$ cat config.mk
export PLATFORM = sky130hd
export DESIGN_NAME = spi_master_ctrl
export DESIGN_NICKNAME = d
export VERILOG_FILES = /design/src/rtl/spi_master_ctrl.sv
export SDC_FILE = /design/constraint.sdc
export NUM_CORES = 1
export LEC_CHECK = 0
export CAP_MARGIN = 20
export CELL_PAD_IN_SITES_DETAIL_PLACEMENT = 1
export CELL_PAD_IN_SITES_GLOBAL_PLACEMENT = 1
export CORE_MARGIN = 2
export CORE_UTILIZATION = 40
export CTS_BUF_LIST = sky130_fd_sc_hd__clkbuf_8
export DETAILED_ROUTE_END_ITERATION = 16
export PLACE_DENSITY_LB_ADDON = 0.1
export SYNTH_ARGS = -nofsm -noshare
export SYNTH_HDL_FRONTEND = slang
export SYNTH_SLANG_ARGS = --single-unit
$ cat constraint.sdc
create_clock -name clk -period 2.8 [get_ports clk]
set_input_delay 0.56 -clock clk [delete_from_list [all_inputs] [get_ports clk]]
set_output_delay 0.56 -clock clk [all_outputs]
set_load 0.01 [all_outputs]
$ cat src/rtl/spi_master_ctrl.sv
// spi_master_ctrl: command-level SPI master that frames RAM operations for the SPI slave/RAM wrapper
module spi_master_ctrl #(
  parameter int unsigned TURNAROUND = 1,
  parameter int unsigned GAP = 1
) (
  input  logic       clk,
  input  logic       rst_n,
  input  logic       cmd_valid,
  output logic       cmd_ready,
  input  logic [1:0] cmd_op,
  input  logic [7:0] cmd_data,
  output logic       rsp_valid,
  output logic [7:0] rsp_data,
  output logic       seq_err,
  output logic       busy,
  output logic       SS_n,
  output logic       MOSI,
  input  logic       MISO
);
  typedef enum logic [2:0] {S_IDLE, S_START, S_SHIFT, S_TURN, S_RECV, S_GAP} state_t;
  localparam logic [3:0] TURN_LAST = 4'(TURNAROUND - 1);
  localparam logic [3:0] GAP_LAST = 4'(GAP - 1);
  state_t state, state_d;
  logic [3:0] cnt, cnt_d;
  logic [9:0] w, w_d;
  logic [7:0] rx, rx_d, rsp_data_d;
  logic rd_seen, rd_seen_d, rsp_valid_d, seq_err_d, ss_n_d, mosi_d;
  wire is_rd = w[9:8] == 2'b11;
  assign cmd_ready = state == S_IDLE;
  assign busy = state != S_IDLE;
  // state, payload, receive shifter and registered pins; reset drops SS_n high at once
  always_ff @(posedge clk or negedge rst_n) begin
    if (!rst_n) begin
      state <= S_IDLE;
      cnt <= '0;
      w <= '0;
      rx <= '0;
      rd_seen <= 1'b0;
      rsp_valid <= 1'b0;
      rsp_data <= '0;
      seq_err <= 1'b0;
      SS_n <= 1'b1;
      MOSI <= 1'b0;
    end else begin
      state <= state_d;
      cnt <= cnt_d;
      w <= w_d;
      rx <= rx_d;
      rd_seen <= rd_seen_d;
      rsp_valid <= rsp_valid_d;
      rsp_data <= rsp_data_d;
      seq_err <= seq_err_d;
      SS_n <= ss_n_d;
      MOSI <= mosi_d;
    end
  end
  // frame sequencing; pins are computed from the next state so they leave flops
  always_comb begin
    state_d = state;
    cnt_d = cnt;
    w_d = w;
    rx_d = rx;
    rd_seen_d = rd_seen;
    rsp_valid_d = 1'b0;
    rsp_data_d = rsp_data;
    seq_err_d = 1'b0;
    case (state)
      S_IDLE: if (cmd_valid) begin
        if (cmd_op == 2'b11 && !rd_seen) seq_err_d = 1'b1;
        else begin
          state_d = S_START;
          cnt_d = '0;
          w_d = {cmd_op, cmd_op == 2'b11 ? 8'h00 : cmd_data};
          rd_seen_d = rd_seen | (cmd_op == 2'b10);
        end
      end
      S_START: begin
        state_d = S_SHIFT;
        cnt_d = '0;
      end
      S_SHIFT: begin
        cnt_d = cnt == 4'd9 ? 4'd0 : cnt + 4'd1;
        if (cnt == 4'd9) state_d = !is_rd ? S_GAP : (TURNAROUND == 0 ? S_RECV : S_TURN);
      end
      S_TURN: begin
        cnt_d = cnt == TURN_LAST ? 4'd0 : cnt + 4'd1;
        if (cnt == TURN_LAST) state_d = S_RECV;
      end
      S_RECV: begin
        rx_d = {rx[6:0], MISO};
        cnt_d = cnt == 4'd7 ? 4'd0 : cnt + 4'd1;
        if (cnt == 4'd7) begin
          state_d = S_GAP;
          rsp_valid_d = 1'b1;
          rsp_data_d = {rx[6:0], MISO};
        end
      end
      S_GAP: begin
        cnt_d = cnt == GAP_LAST ? 4'd0 : cnt + 4'd1;
        if (cnt == GAP_LAST) state_d = S_IDLE;
      end
      default: state_d = S_IDLE;
    endcase
    ss_n_d = !(state_d == S_START || state_d == S_SHIFT || state_d == S_TURN || state_d == S_RECV);
    mosi_d = (state_d == S_START || state_d == S_SHIFT) && w_d[4'd9 - cnt_d];
  end
endmodule

=== Word level (Yosys, flattened, before mapping) ===
Index checks and enable logic that the tools add are counted.

* Register bits: 37
* Bits of input ports: 14
* Output and inout port bits: 14
* Logic and storage cells: 67

* $add $sub $neg: 2
* $lt $le $gt $ge: 1
* Equal/unequal tests: 14
* Mux-type cells: 25
* Bitwise logic cells: 2
* Reductions and logical operators: 13

{| class="wikitable"
|+ Operators with widths
! operator !! number
|-
| 10-bit two-way mux || 3
|-
| 3-bit two-way mux || 7
|-
| 4-bit two-way mux || 5
|-
| 4-bit one-hot mux with 5 select lines || 1
|-
| 3-bit one-hot mux with 6 select lines || 1
|-
| 3-bit by 2-bit == test with 1-bit output, second input constant || 4
|-
| 3-bit == test, second input constant || 3
|-
| 8-bit two-way mux || 1
|-
| 2-bit == test, second input constant || 3
|-
| 3-bit by 1-bit == test with 1-bit output, second input constant || 2
|-
| 1-bit two-way mux || 6
|-
| 4-bit by 5-bit < comparator with 1-bit output, second input constant || 1
|-
| 4-bit by 1-bit adder with 4-bit output, second input constant || 1
|-
| 1-bit binary-select mux with 4-bit select || 1
|-
| 4-bit by 3-bit == test with 1-bit output, second input constant || 1
|-
| 4-bit == test, second input constant || 1
|-
| 4-bit zero test || 1
|-
| 4-bit subtractor, first input constant || 1
|-
| 3-bit zero test || 1
|-
| 1-bit logical OR || 3
|-
| 3-bit AND reduction || 1
|-
| 3-bit nonzero test || 1
|-
| 1-bit logical AND || 2
|-
| 1-bit zero test || 2
|-
| other kinds (4) || 4
|}

=== Depth between registers and ports, before layout ===
Gate-level depths: netlist (run 1).

* Word-level depth: 10
* Depth in mapped cells: 16
* Gate-level depth less buffers: 16

=== Least setup slack after synthesis (run 1) ===
No wires, ideal clock.

* Path type: register to register
* From: register cnt[0]
* To: register MOSI
* Library setup time: 0.082 ns
* Data arrival time: 2.540 ns
* Data required time: 2.718 ns
* Slack: 0.178 ns
* Stages on the path, launching flop included: 15
* Buffers on the path: 0
* Clock period less this slack: 2.622 ns
* Path through: dfrtp_1 > inv_1 > ha_1 > nor3b_1 > and2_1 > nor4_1 > o21ai_0 > o21a_1 > ha_1 > nand2b_1 > a221oi_1 > a211oi_1 > nand3_1 > a211o_1 > a31oi_1

* Longest elaborated chain between the ends: 7
* Elaborated cells between the ends (all ways): 22
* Classes of those cells: add/sub: 2; eq/ne: 4; mux: 13; reduce/logical: 3

{| class="wikitable"
|+ Ends and longest elaborated chain
! element !! RTL line !! RTL
|-
| start, declared || 24 || <nowiki>logic [3:0] cnt, cnt_d;</nowiki>
|-
| start signal, assigned || 46 || <nowiki>cnt <= cnt_d;</nowiki>
|-
| 4-bit by 1-bit adder with 4-bit output (tied with other cells) || - ||
|-
| 4-bit two-way mux (on tied branches) || - ||
|-
| 4-bit one-hot mux with 5 select lines || 67 || <nowiki>case (state)</nowiki>
|-
| 4-bit subtractor || 105 || <nowiki>mosi_d = (state_d == S_START || state_d == S_SHIFT) && w_d[4'd9 - cnt_d];</nowiki>
|-
| 1-bit binary-select mux with 4-bit select || 105 ||
|-
| 1-bit two-way mux (implied by the code) || 105 ||
|-
| 1-bit logical AND * || 105 ||
|-
| net mosi_d || 27 || <nowiki>logic rd_seen, rd_seen_d, rsp_valid_d, seq_err_d, ss_n_d, mosi_d;</nowiki>
|-
| end signal, assigned || 54 || <nowiki>MOSI <= mosi_d;</nowiki>
|-
| end, declared || 17 || <nowiki>output logic MOSI,</nowiki>
|}

The timed path passes the listed nets; every way through them passes the cells marked *. The select of a mux whose other input is x is not followed.
A chain may end at the register's enable or synchronous reset.

=== Final worst setup path (run 1) ===
Same ends and word-level chain as after synthesis.

==> flow_metrics.py, run 1 <==
metrics = {
    "outcome": {
        "outcome": "finished clean",
    },
    "critical_path": {
        "path_depth": 15,
        "r2r_cells": 15,
        "rrSetupSlack_ps": 190,
        "crit_slowest_cell": "dfrtp_1",
        "endpoint_kind": "register",
        "crit_path_cell_trace": "inv_1 -> ha_2 -> nor3b_4 -> and2_4 -> nor4_4 -> o21ai_1 -> o21a_1 -> ha_4 -> nand2b_4 -> a221oi_2 -> a211oi_2 -> nand3_1 -> buf_4 -> nand4b_1 -> a31oi_1",
        "arrival_ps": 2810,
        "path_buf_inv": 2,
        "worstSetupPathType": "reg2reg",
        "required_ps": 3010,
        "reg2reg_to": "MOSI$_DFF_PN0_",
        "r2r_start": "cnt[0]$_DFF_PN0_",
        "crit_path_start_kind": "register",
        "slowest_delay_ps": 390,
        "path_max_fanout": 5,
        "cp_top_family": "simple AND/OR/NAND/NOR gates",
    },
    "layout": {
        "syn_to_final_growth_pct": 36.5,
        "final_common_cell": "dfrtp_1",
        "drive_gt1_share_pct": 36.6,
        "fillers": 485,
        "multiInputGateArea_um2": 991,
        "final_nets": 241,
        "diodes": 0,
        "seqCellArea_um2": 932,
        "layoutNonFillerInstCount": 278,
        "final_cell_mix": "dfrtp_1, buf_4, clkdlybuf4s50_1, mux2_2",
    },
    "die": {
        "die_area_um2": 5310,
        "die_y_um": 72.9,
        "initial_core_util_pct": 40.7,
        "io_pins": 28,
        "rows": 25,
        "fp.dieW_um": 72.9,
        "core_area_um2": 4660,
    },
    "place": {
        "place.port_buffers": 27,
        "gp_congestion": 0.849,
        "dp.cells": 267,
        "hpwl_um": 3620,
    },
    "detailed_routing": {
        "vias": 1513,
        "wl_um": 4880,
        "detail_route.wl_per_cell_um": 17.6,
        "drt-pass1-iter-count": 4,
        "drc_errors": 0,
        "postRouteAntennaNets": 0,
        "routed_via_density": 5.44,
        "drt-initial-drc-count": 28,
    },
    "logic_synthesis": {
        "syn_area_um2": 1900,
        "ys_seq_area_share_pct": 48.9,
        "ys.flop_type": "dfrtp_1",
        "async_reset_ff_share_pct": 100,
        "synth_area_per_cell_um2": 11.5,
        "synth_top_area_share_pct": 47.5,
        "ys_seq_elements": 37,
        "synth_top_cell_by_area": "dfrtp_1",
        "synth_edf_count": 0,
        "synth_nets": 183,
        "synth.area.top_cells": "dfrtp_1, mux2_2, a22o_1",
        "yosysUniqueCellTypes": 53,
        "netlist_instances": 165,
        "yosysWarningCount": 0,
    },
    "run": {
        "drv_cap": 0,
    },
    "grt": {
        "grt_antenna_before_repair": 0,
        "grt_overflow": 0,
        "grt_util_met3_pct": 5.25,
        "grt_pass1_wl_um": 8300,
        "grt_usage_pct": 20.8,
        "grt_pass1_vias": 1636,
        "grt.busiest_layer": "met2",
        "grt_max_degree": 38,
        "globalRouteMet1Util_pct": 26.9,
        "use_met2_pct": 34.3,
    },
    "power_and_ir_drop": {
        "power_frac_seq_pct": 30.9,
        "power.switching_mw": 1.10,
        "internal-power_mw": 1.70,
        "clkPwrFrac_pct": 12.6,
        "p_leak_nw": 1.17,
        "power_mw": 2.80,
        "power_density_nw_per_um2": 1080,
        "peakVddDrop_mv": 0.563,
        "pwr-share-comb_pct": 56.5,
        "sw_frac_of_total_pct": 39.2,
    },
    "timing": {
        "slew_headroom_pct": 68.6,
        "tightest_slew_ps": 472,
        "period_needed_ps": 2610,
        "finalHoldViolCount": 0,
        "setup_violations": 0,
        "slew_violations": 0,
        "clock_skew_ps": 3.80,
        "period_share_pct": 93.1,
        "max_clock_freq_ghz": 0.384,
    },
    "clock_tree": {
        "clkLatencyLatePin_ps": 290,
        "root_buffer": "clkbuf_8",
        "cts_hold_buf": 0,
        "cts_max_path_buffers": 2,
        "cts.sinks": 37,
        "clkSlewWorstSetupHoldPaths_ps": 70,
        "cts-buffers-inserted": 5,
        "cts_tree": "yes",
        "cts_htree_levels": 2,
    },
    "min_path": {
        "min_from": "rd_seen$_DFFE_PN0P_",
        "hold_depth": 1,
        "hp-class": "reg2reg",
        "holdPathEnd": "rd_seen$_DFFE_PN0P_",
    },
}
-- metrics by stage --
stage          setup slack [ps]  hold slack (ps)  util (%)  TNS [ps]  cell area (µm²)
2_1_floorplan               178              264         -         0             1900
3_3_place_gp               -238              432      51.3      -238             2390
3_5_place_dp               -371              441      51.3      -371             2390
4_1_cts                    8.22              458      53.5         0             2490
5_1_grt                   -26.6              490      55.5     -26.6             2590
6_report                    194              459      55.5         0             2590
-- flip-flops by register name, summed over array words and instances, names as in the netlist, 3 cells and up --
| name | flops |
|---|---|
| w | 10 |
| rx | 7 |
| state | 3 |
| cnt | 4 |
| rsp_data | 8 |
-- routing by layer --
metal	vias to the layer above	part of all wire [%]
met5	-	0
met4	0	0.96
met3	6	2.3
met2	22	50
met1	761	47
li1	724	-
-- cells by family (layout without fill, tap and decap cells) --
kind of cell / Yosys count / after routing / share of synthesized area, %
fa+ha+maj: 4 / 4 / 2.64
simple gates: 52 / 52 / 16.7
xor+xnor: 2 / 2 / 0.924
flops: 37 / 37 / 48.9
compound gates: 41 / 41 / 17.9
buf+inv: 13 / 72 / 3.43
mux: 16 / 16 / 9.50
-- worst max path at each step --
stage                     start              to
3_5_place_dp          cmd_valid  MOSI$_DFF_PN0_
5_1_grt        cnt[1]$_DFF_PN0_  MOSI$_DFF_PN0_
6_report       cnt[0]$_DFF_PN0_  MOSI$_DFF_PN0_
2_1_floorplan  cnt[0]$_DFF_PN0_  MOSI$_DFF_PN0_
4_1_cts        cnt[0]$_DFF_PN0_  MOSI$_DFF_PN0_
3_3_place_gp          cmd_valid  MOSI$_DFF_PN0_
-- what timing repair did --
action                                  in CTS  in global routing
buffers inserted                             1                  2
endpoints found under the setup margin       1                  1
pin swaps                                    1                  8
gates resized for setup                      6                 20
-- power groups by stage --
stage | Sequential, mW | Clock (mW) | Combinational [mW]
after floorplan | 0.780 | 0 | 0.938
after global placement | 0.846 | 0 | 1.34
after detailed placement | 0.864 | 0 | 1.38
after CTS | 0.857 | 0.372 | 1.43
after global routing | 0.890 | 0.394 | 1.73
final | 0.865 | 0.353 | 1.58
-- worst register-to-register path: stages (launching register included) --
cell and delay [ps]:
dfrtp_1 390, inv_1 70, ha_2 170, nor3b_4 160, and2_4 190, nor4_4 210, o21ai_1 100, o21a_1 150
ha_4 180, nand2b_4 140, a221oi_2 190, a211oi_2 50, nand3_1 140, buf_4 120, nand4b_1 90, a31oi_1 170
-- Yosys cell counts, drive strengths merged (2+ instances only) --
| cell | number |
|---|---|
| a21boi | 2 |
| a21oi | 5 |
| a22o | 9 |
| a31oi | 3 |
| and2 | 2 |
| and3 | 3 |
| buf | 4 |
| dfrtp | 36 |
| ha | 4 |
| inv | 9 |
| mux2 | 16 |
| nand2 | 10 |
| nand2b | 2 |
| nand3 | 4 |
| nand3b | 4 |
| nor2 | 9 |
| nor3 | 6 |
| nor3b | 3 |
| o211ai | 2 |
| o21a | 2 |
| o21ai | 5 |
| o22ai | 2 |
| or3 | 3 |
-- layout make-up --
class / instances / area share (%)
multi-input combinational: 115 / 38.3
clock buffer: 5 / 2.66
tap: 54 / 2.61
timing repair buffer: 55 / 18.6
clock inverter: 3 / 0.580
inverter: 9 / 1.30
sequential: 37 / 36.0
No activity file was read; power rests on OpenSTA's default activity.
==> run 2, diff against run 1 <==
--- a/config.mk
+++ b/config.mk
@@ -12,6 +12,7 @@
 export CORE_UTILIZATION = 40
 export CTS_BUF_LIST = sky130_fd_sc_hd__clkbuf_8
 export DETAILED_ROUTE_END_ITERATION = 16
+export MAX_ROUTING_LAYER = met4
 export PLACE_DENSITY_LB_ADDON = 0.1
 export SYNTH_ARGS = -nofsm -noshare
 export SYNTH_HDL_FRONTEND = slang
==> run 2 against run 1 <==
  * Worst setup slack worse by 46 ps
  * Worst hold slack worse by 5.6 ps
  * Power up 1.3%
  * Flip-flop and latch count unchanged
  * Final area up 1.2%
==> flow_metrics.py, run 2 (synthesis results as in run 1) <==
metrics = {
    "place": {
        "placed_cell_area_um2": 2390,
        "gp_congestion": 0.877,
        "hpwl_um": 3560,
        "place.port_buffers": 27,
    },
    "grt": {
        "grt_pass1_vias": 1599,
        "grt_max_degree": 38,
        "grt_antenna_before_repair": 0,
        "grt_overflow": 0,
        "grt_usage_pct": 20.3,
        "grt_pass1_wl_um": 7890,
    },
    "critical_path": {
        "required_ps": 3010,
        "worstSetupPathType": "reg2reg",
        "crit_path_start_kind": "register",
        "arrival_ps": 2870,
        "r2r_cells": 15,
        "endpoint_kind": "register",
        "path_max_fanout": 5,
    },
    "die": {
        "rows": 25,
        "core_area_um2": 4660,
        "io_pins": 28,
        "initial_core_util_pct": 40.7,
        "die_y_um": 72.9,
        "fp.dieW_um": 72.9,
        "die_area_um2": 5310,
    },
    "layout": {
        "diodes": 0,
        "fin_util_pct": 56.2,
        "drive_gt1_share_pct": 37.6,
        "final_nets": 243,
        "syn_to_final_growth_pct": 38.1,
        "largestRegisters": "w: 10 flops, rsp_data: 8 flops, rx: 7 flops",
        "fillers": 503,
        "largest_reg_flops": 10,
        "final_common_cell": "dfrtp_1",
        "seqCellArea_um2": 931,
        "fin_area_um2": 2620,
        "multiInputGateArea_um2": 1010,
        "final_cell_mix": "dfrtp_1, buf_4, clkdlybuf4s50_1, mux2_2",
        "top_register": "w",
    },
    "power_and_ir_drop": {
        "p_leak_nw": 1.19,
        "power_mw": 2.84,
        "power_density_nw_per_um2": 1080,
        "peakVddDrop_mv": 0.562,
    },
    "min_path": {
        "hold_depth": 1,
        "hp-class": "reg2reg",
    },
    "outcome": {
        "outcome": "finished clean",
    },
    "clock_tree": {
        "cts_htree_levels": 2,
        "root_buffer": "clkbuf_8",
        "cts.sinks": 37,
        "cts-buffers-inserted": 5,
        "clkLatencyLatePin_ps": 290,
        "cts_max_path_buffers": 2,
        "cts_tree": "yes",
        "cts_hold_buf": 0,
        "clkSlewWorstSetupHoldPaths_ps": 80,
    },
    "detailed_routing": {
        "wl_um": 4770,
        "postRouteAntennaNets": 0,
        "drt-pass1-iter-count": 4,
        "drt-initial-drc-count": 83,
        "routed_via_density": 5.39,
        "detail_route.wl_per_cell_um": 17.0,
        "drc_errors": 0,
        "vias": 1510,
    },
    "timing": {
        "whs_ps": 453,
        "tightest_slew_ps": 474,
        "max_clock_freq_ghz": 0.377,
        "slew_violations": 0,
        "slew_headroom_pct": 68.4,
        "period_needed_ps": 2650,
        "setup_violations": 0,
        "finalHoldViolCount": 0,
        "rsz0062_at_grt": "yes",
        "period_share_pct": 94.7,
        "clock_skew_ps": 6.90,
    },
    "run": {
        "drv_cap": 0,
    },
}
## run 2: path summary, 6_finish.rpt
check / startpoint / end / slack (ps)
max in group asynchronous: rst_n / state[2]$_DFF_PN0_ / 1730
max: cnt[1]$_DFF_PN0_ / MOSI$_DFF_PN0_ / 150
min in group asynchronous: rst_n / rx[4]$_DFFE_PN0P_ / 720
max reg2reg: cnt[1]$_DFF_PN0_ / MOSI$_DFF_PN0_ / 150
min: rd_seen$_DFFE_PN0P_ / rd_seen$_DFFE_PN0P_ / 450
min reg2reg: rd_seen$_DFFE_PN0P_ / rd_seen$_DFFE_PN0P_ / 450
## run 2: metrics by stage
step           setup WS (ps)  setup TNS, ps  instances
3_5_place_dp            -336           -336        267
5_1_grt                -28.5          -28.5        280
6_report                 148              0        280
4_1_cts                 6.99              0        277
2_1_floorplan            178              0        165
3_3_place_gp            -246           -246        267
## run 2: where the power goes
group          internal, mW  total, mW  switching (mW)
Sequential            0.697      0.865           0.168
Combinational         0.849       1.61           0.761
Clock                 0.169      0.363           0.194
## run 2: worst max-delay path, stage by stage, from the launching register on
cell and delay, ps:
dfrtp_1 390, inv_2 80, ha_1 150, nand3b_1 110, buf_4 170, a32o_2 270, o21ai_2 180, nand2_2 80
inv_2 80, ha_4 150, nand2b_4 120, a221oi_2 40, a211oi_2 210, nand3_2 120, a211o_1 240, a31oi_1 160
## run 2: cell type report
cell class                      count  area share, %
Clock buffer                        5           2.63
Clock inverter                      3          0.573
Inverter                            9           1.29
Multi-Input combinational cell    115           38.5
Sequential cell                    37           35.5
Tap cell                           54           2.58
Timing Repair Buffer               57           18.9
## run 2: repair_timing
| item | in CTS | in global routing |
|---|---|---|
| resized for setup | 5 | 24 |
| buffers inserted | 2 | 3 |
| setup endpoints to repair | 1 | 1 |
| pin swaps | 1 | 8 |
## run 2: metal layers
| layer | wire length (µm) | global-route usage, % |
|---|---|---|
| met1 | 2340 | 28.3 |
| met2 | 2260 | 29.3 |
| met3 | 116 | 4.70 |
| met4 | 58 | 6.79 |
| met5 | 0 | - |
==> run 3, diff against run 2 <==
--- a/config.mk
+++ b/config.mk
@@ -11,6 +11,7 @@
 export CORE_MARGIN = 2
 export CORE_UTILIZATION = 40
 export CTS_BUF_LIST = sky130_fd_sc_hd__clkbuf_8
+export CTS_CLUSTER_DIAMETER = 120
 export DETAILED_ROUTE_END_ITERATION = 16
 export MAX_ROUTING_LAYER = met4
 export PLACE_DENSITY_LB_ADDON = 0.1
==> results of run 3 <==
The final DEF is identical to that of run 2; final timing and power are the same.
